===== src/rtl/vz_loader.sv =====
// VZ snapshot loader: parses a VZ header from the ioctl download stream, writes
// the payload into RAM and optionally patches the BASIC program pointers.
module vz_loader #(
  parameter logic [7:0] INDEX     = 8'd1,
  parameter int         ADDR_W    = 16,
  parameter bit         PATCH_EN  = 1'b1,
  parameter bit         MAGIC_CHK = 1'b1
) (
  input  logic              clk_sys,
  input  logic              RESET,
  input  logic              dn_download,
  input  logic [7:0]        dn_index,
  input  logic              dn_wr,
  input  logic [15:0]       dn_addr,
  input  logic [7:0]        dn_data,
  output logic [ADDR_W-1:0] ram_addr,
  output logic [7:0]        ram_din,
  output logic              ram_we,
  output logic              busy,
  output logic              done,
  output logic              err,
  output logic [7:0]        file_type,
  output logic [15:0]       start_addr,
  output logic [15:0]       end_addr
);

  localparam logic [2:0] S_IDLE  = 3'd0;
  localparam logic [2:0] S_HDR   = 3'd1;
  localparam logic [2:0] S_DATA  = 3'd2;
  localparam logic [2:0] S_PATCH = 3'd3;
  localparam logic [2:0] S_DONE  = 3'd4;
  localparam logic [2:0] S_ERR   = 3'd5;

  localparam logic [15:0] PATCH_A0 = 16'h78A4;
  localparam logic [15:0] PATCH_A1 = 16'h78A5;
  localparam logic [15:0] PATCH_A2 = 16'h78F9;
  localparam logic [15:0] PATCH_A3 = 16'h78FA;

  logic [2:0]        state_q, state_d, st;
  logic              dl_q;
  logic              magic_ok_q, magic_ok_d;
  logic [1:0]        pidx_q, pidx_d;
  logic [7:0]        ftype_q, ftype_d;
  logic [15:0]       start_q, start_d;
  logic [15:0]       end_q, end_d;
  logic              err_q, err_d;
  logic              we_q, we_d;
  logic [ADDR_W-1:0] addr_q, addr_d;
  logic [7:0]        din_q, din_d;

  logic        idx_ok, acc, rise, fall, start_edge, ok3;
  logic [16:0] target;

  always_comb begin
    idx_ok     = (dn_index == INDEX);
    acc        = dn_download & dn_wr & idx_ok;
    rise       = dn_download & ~dl_q;
    fall       = ~dn_download & dl_q;
    start_edge = rise & idx_ok;
    target     = {1'b0, start_q} + {1'b0, dn_addr - 16'd24};
    ok3        = 1'b0;

    magic_ok_d = magic_ok_q;
    pidx_d     = pidx_q;
    ftype_d    = ftype_q;
    start_d    = start_q;
    end_d      = end_q;
    err_d      = err_q;
    we_d       = 1'b0;
    addr_d     = addr_q;
    din_d      = din_q;

    // A new download restarts from any state; a byte in that same cycle is parsed as HDR.
    st = state_q;
    if (start_edge) begin
      st         = S_HDR;
      err_d      = 1'b0;
      ftype_d    = '0;
      start_d    = '0;
      end_d      = '0;
      magic_ok_d = 1'b1;
    end
    state_d = st;

    case (st)
      S_HDR: begin
        if (fall) begin
          state_d = S_ERR;
          err_d   = 1'b1;
        end else if (acc && dn_addr < 16'd24) begin
          case (dn_addr[4:0])
            5'd0: magic_ok_d = magic_ok_d & (dn_data == 8'h56);
            5'd1: magic_ok_d = magic_ok_d & (dn_data == 8'h5A);
            5'd2: magic_ok_d = magic_ok_d & (dn_data == 8'h46);
            5'd3: begin
              ok3 = magic_ok_d & ((dn_data == 8'h30) | (dn_data == 8'h4F));
              if (MAGIC_CHK && !ok3) begin
                state_d = S_ERR;
                err_d   = 1'b1;
              end
            end
            5'd21: ftype_d = dn_data;
            5'd22: start_d = {start_d[15:8], dn_data};
            5'd23: begin
              start_d = {dn_data, start_d[7:0]};
              end_d   = {dn_data, start_d[7:0]};
              state_d = S_DATA;
            end
            default: ;
          endcase
        end
      end
      S_DATA: begin
        if (fall) begin
          pidx_d  = '0;
          state_d = (PATCH_EN && ftype_q == 8'hF0) ? S_PATCH : S_DONE;
        end else if (acc && dn_addr >= 16'd24) begin
          if (target[16]) begin
            err_d   = 1'b1;
            state_d = S_ERR;
          end else begin
            we_d   = 1'b1;
            addr_d = target[ADDR_W-1:0];
            din_d  = dn_data;
            end_d  = end_q + 16'd1;
          end
        end
      end
      S_PATCH: begin
        we_d   = 1'b1;
        pidx_d = pidx_q + 2'd1;
        case (pidx_q)
          2'd0: begin addr_d = PATCH_A0[ADDR_W-1:0]; din_d = start_q[7:0];  end
          2'd1: begin addr_d = PATCH_A1[ADDR_W-1:0]; din_d = start_q[15:8]; end
          2'd2: begin addr_d = PATCH_A2[ADDR_W-1:0]; din_d = end_q[7:0];    end
          default: begin
            addr_d  = PATCH_A3[ADDR_W-1:0];
            din_d   = end_q[15:8];
            state_d = S_DONE;
          end
        endcase
      end
      S_DONE:  state_d = S_IDLE;
      S_ERR:   state_d = S_IDLE;
      default: state_d = S_IDLE;
    endcase
  end

  // dl_q resets high so a download still active across reset is not seen as a new start.
  always_ff @(posedge clk_sys or negedge RESET) begin
    if (!RESET) begin
      state_q    <= S_IDLE;
      dl_q       <= 1'b1;
      magic_ok_q <= 1'b0;
      pidx_q     <= '0;
      ftype_q    <= '0;
      start_q    <= '0;
      end_q      <= '0;
      err_q      <= 1'b0;
      we_q       <= 1'b0;
      addr_q     <= '0;
      din_q      <= '0;
    end else begin
      state_q    <= state_d;
      dl_q       <= dn_download;
      magic_ok_q <= magic_ok_d;
      pidx_q     <= pidx_d;
      ftype_q    <= ftype_d;
      start_q    <= start_d;
      end_q      <= end_d;
      err_q      <= err_d;
      we_q       <= we_d;
      addr_q     <= addr_d;
      din_q      <= din_d;
    end
  end

  assign ram_addr   = addr_q;
  assign ram_din    = din_q;
  assign ram_we     = we_q;
  assign busy       = (state_q == S_HDR) | (state_q == S_DATA) | (state_q == S_PATCH);
  assign done       = (state_q == S_DONE);
  assign err        = err_q;
  assign file_type  = ftype_q;
  assign start_addr = start_q;
  assign end_addr   = end_q;

endmodule

===== config.mk =====
export PLATFORM = sky130hd
export DESIGN_NAME = vz_loader
export DESIGN_NICKNAME = d
export VERILOG_FILES = /design/src/rtl/vz_loader.sv
export SDC_FILE = /design/constraint.sdc
export NUM_CORES = 1
export LEC_CHECK = 0
export BUFFER_PORTS_ARGS = -buffer_cell sky130_fd_sc_hd__buf_2
export CELL_PAD_IN_SITES_DETAIL_PLACEMENT = 2
export CELL_PAD_IN_SITES_GLOBAL_PLACEMENT = 2
export CORE_AREA = 2 2 127 129
export CTS_CLUSTER_SIZE = 24
export DETAILED_ROUTE_END_ITERATION = 8
export DIE_AREA = 0 0 129 131
export PLACE_DENSITY_LB_ADDON = 0.3
export SYNTH_ARGS = -nofsm -noshare
export SYNTH_HDL_FRONTEND = slang
export SYNTH_SLANG_ARGS = --single-unit
export TNS_END_PERCENT = 20

===== constraint.sdc =====
create_clock -name clk_sys -period 3.6 [get_ports clk_sys]
set_clock_uncertainty 0.1 [all_clocks]
set_input_delay 0.36 -clock clk_sys [delete_from_list [all_inputs] [get_ports clk_sys]]
set_output_delay 0.36 -clock clk_sys [all_outputs]
set_load 0.1 [all_outputs]

==> metrics.md <==
| Metric | Value |
|---|---|
| Net load switching power | 545 uW |
| Slowest CP cell | or4_1 |
| Peak supply drop | 0.000219 V |
| Sequential share of power | 43.7% |
| Post-synthesis mux area share | about 3.2% |
| CP Data Required Time | 3.77 ns |
| Seq cells post-synth | 73 |
| Final WL | 21800 um |
| Max cap viols | 0 |
| Fmax | around 290 MHz |
| Placement Rows | 46 |
| Clock share of power | 43.7% |
| Count leader, synth | nand2_1 |
| Min Hold Slack | 0.0390 ns |
| Post-Syn Nets | roughly 640 |
| Post-Syn Instances | 584 |
| CTS Root Cell | clkbuf_16 |
| Via/cell ratio | 5.77 |
| Worst Hold Class | in -> reg |
| Die height | 131 um |
| CTS Buffer Depth | 2 |
| Post-synthesis simple-gate area fraction | between 20% and 30% |
| Vias | 5373 |
| Initial antenna violation count | 0 |
| Asr flop ratio synth | 100% |
| Layout cells sized above 1 | between 20% and 30% |
| Fillcell total | approximately 1800 |
| Post-Synth Adder-Cell Area | 5.86% |
| Final Hold Viols | 0 |
| Layout Nets | 769 |
| Worst EP arrival | 3.62 ns |
| Synth warn | 0 |
| Run status | complete, no violations |
| Largest net degree at the start of global routing | 74 |
| CTS tree | done |
| Mapped cell area | 5040 um2 |
| Power per cell area | slightly above 300 nW/um2 |
| Crit. End Element | flop |
| Main synth FF type | dfrtp_1 |
| All-Layer GR Usage | 26.7% |
| Post-synthesis compound-gate area fraction | 20.4% |
| Synth unique cells | 67 |
| Initial Util | about a third |
| Final period utilization | about 96% |
| Synth-to-layout area growth | 24.7% |
| Share of the synthesized area in the top cell type | a little over a third |
| DR iter-0 viols | 353 |
| Relative slew slack | 33.7% |
| Crit path max fanout | 10 |
| Leakage | 0.00302 uW |
| Buf/Inv on CP | 4 |
| PortBufs | 103 |
| Setup TNS | 0 ns |
| Pre-CTS WS | -0.253 ns |
| Die width | around 130 um |
| RSZ-0062 raised after global routing | false |
| Vias in the first global route | 5691 |
| XOR/XNOR share of the synthesized area | roughly 4.5% |
| Pre-Repair DR Iteration Count | 7 |
| Area of the multi-input gates | 2990 um2 |
| Post-synth EDFFs | 0 |
| H-tree depth | 3 |
| Post-DRT Antenna Nets | 0 |
| Area occupied by registers | 1830 um2 |
| Final Max Slew Viols | 0 |
| CP peak stage delay | 0.56 ns |
| Crit-path cells | buf_2, or4_1, buf_4, nor4_2, buf_4, xor2_1, ha_1, a21oi_1, o21a_1, o211a_1, nand4_1, buf_4, or4_1, nand3_1 |
| Worst slew pin tran | 0.995 ns |
| Post-CTS Hold Fix Bufs | 0 |
| Sw Share | 28.5% |
| RePlAce Congestion | 0.880 |
| Critical path's top delay family | simple AND/OR/NAND/NOR gates |
| Die Area | 16900 um2 |
| DP Wirelength | 17100 um |
| Part of the power in combinational logic | between 10% and 20% |
| CTS sink count | between 70 and 80 |
| CTS buffer count | 9 |
| Top post-synthesis cells by area | dfrtp_1 36%, nand2_1 5.8%, ha_1 5.5%, o21ai_0 4.5%, nand3_1 3.5% |
| Most frequent CP cell | buf_4 |
| Routed length per instance | 23.4 um |
| Crit path launch type | input pin |
| Min Clock Period, post-route | 3.45 ns |
| Final WS setup | about 0.15 ns |
| Final number of setup-violating endpoints | 0 |
| Largest area contributor in the netlist | dfrtp_1 |
| CTS clk-pin slew, worst paths | around 0.06 ns |
| Skew-Pair Late Insertion Delay | 0.35 ns |
| Crit Path Class | in -> reg |
| Seq/Total Area, Yosys | 36.3% |
| Post-Syn Area per Cell | 8.63 um2 |
| Internal power | 1370 uW |
| Gr ovfl total | 0 |
| First-pass GRT wire length | 33900 um |
| I/O pin count | 104 |
| Area of the core | 15600 um2 |
| Commonest cells in the synthesized netlist | 78 x nand2_1, 72 x dfrtp_1, 45 x o21ai_0, 35 x nand3_1, 29 x nor2_1 |
| Largest family of logic cells by synthesized area | simple AND/OR/NAND/NOR gates |
| Antenna cell count | 0 |
| DR DRC count | 0 |
==> flip-flops by register name, indices dropped and copies added, names as in the netlist <==
signal / cells
end_addr: 16
ram_addr: 16
start_addr: 16
file_type: 8
ram_din: 8
state_q: 3
pidx_q: 2
dl_q: 1
err: 1
magic_ok_q: 1
ram_we: 1
==> logic make-up (layout without fill, tap and decap cells) <==
family	Yosys count	after routing
compound gates	150	150
xor+xnor	26	26
fa+ha+maj	23	23
buf+inv	55	186
flops	73	73
mux	16	16
simple gates	241	241
==> routing by layer <==
layer	track usage, %	vias to the layer above	part of all wire, %
met5	0	-	0
met1	36.0	2696	44
met4	8.70	0	2.6
met2	43.4	216	47
met3	5.01	35	6.6
li1	-	2426	-
==> cell type report <==
class / count / area share (%)
multi-input cells: 456 / 47.5
flip-flops and latches: 73 / 29.1
repair buffers: 143 / 13.4
inverters: 27 / 1.61
well taps: 216 / 4.30
clock inverters: 3 / 0.279
clock buffers: 13 / 3.82
==> timing repair <==
item / CTS / global route
buffers inserted: 0 / 0
gates resized for setup: 0 / 1
setup endpoints to repair: 0 / 9
==> power by group through the flow <==
stage	sequential [uW]	combinational, uW	clock [uW]
2_1_floorplan	881	91.0	0
3_3_place_gp	848	227	0
3_5_place_dp	849	239	0
4_1_cts	835	241	843
5_1_grt	835	260	883
6_report	835	241	835
==> final timing paths <==
check / slack (ns) / endpoint / startpoint / depth (start not counted)
min in group asynchronous: 0.16 / ram_addr[14] / RESET / 2
max: 0.15 / end_addr[14] / dn_addr[8] / 14
max in group asynchronous: 2.60 / start_addr[5] / RESET / 2
min reg2reg: 0.40 / ram_addr[10] / ram_addr[10] / 2
max reg2reg: 0.45 / state_q[1] / start_addr[0] / 11
min: 0.04 / dl_q / dn_download / 1
==> metrics by stage <==
stage | cell area (um2) | power [uW] | util, % | cells
after floorplan | 5050 | 972 | - | 584
after global placement | 6030 | 1080 | 38.6 | 915
after detailed placement | 6030 | 1090 | 38.6 | 915
after CTS | 6280 | 1920 | 40.3 | 931
after global routing | 6280 | 1980 | 40.3 | 931
final | 6280 | 1910 | 40.3 | 931
==> placed cells by master, fill, tap and decap left out, types with 12 or more instances in the layout <==
| cell type | synthesis | final |
|---|---|---|
| ha_1 | 22 | 22 |
| xor2_1 | 14 | 14 |
| nand3_1 | 35 | 35 |
| nand2_1 | 78 | 78 |
| nor2_1 | 29 | 29 |
| a21oi_1 | 26 | 26 |
| inv_1 | 27 | 27 |
| mux2i_1 | 15 | 15 |
| nor4_1 | 13 | 12 |
| o21ai_0 | 45 | 44 |
| buf_2 | 9 | 103 |
| nor3_1 | 19 | 19 |
| dfrtp_1 | 72 | 72 |
| buf_4 | 2 | 38 |
| xnor2_1 | 12 | 12 |
(Power assumes the default switching activity.)
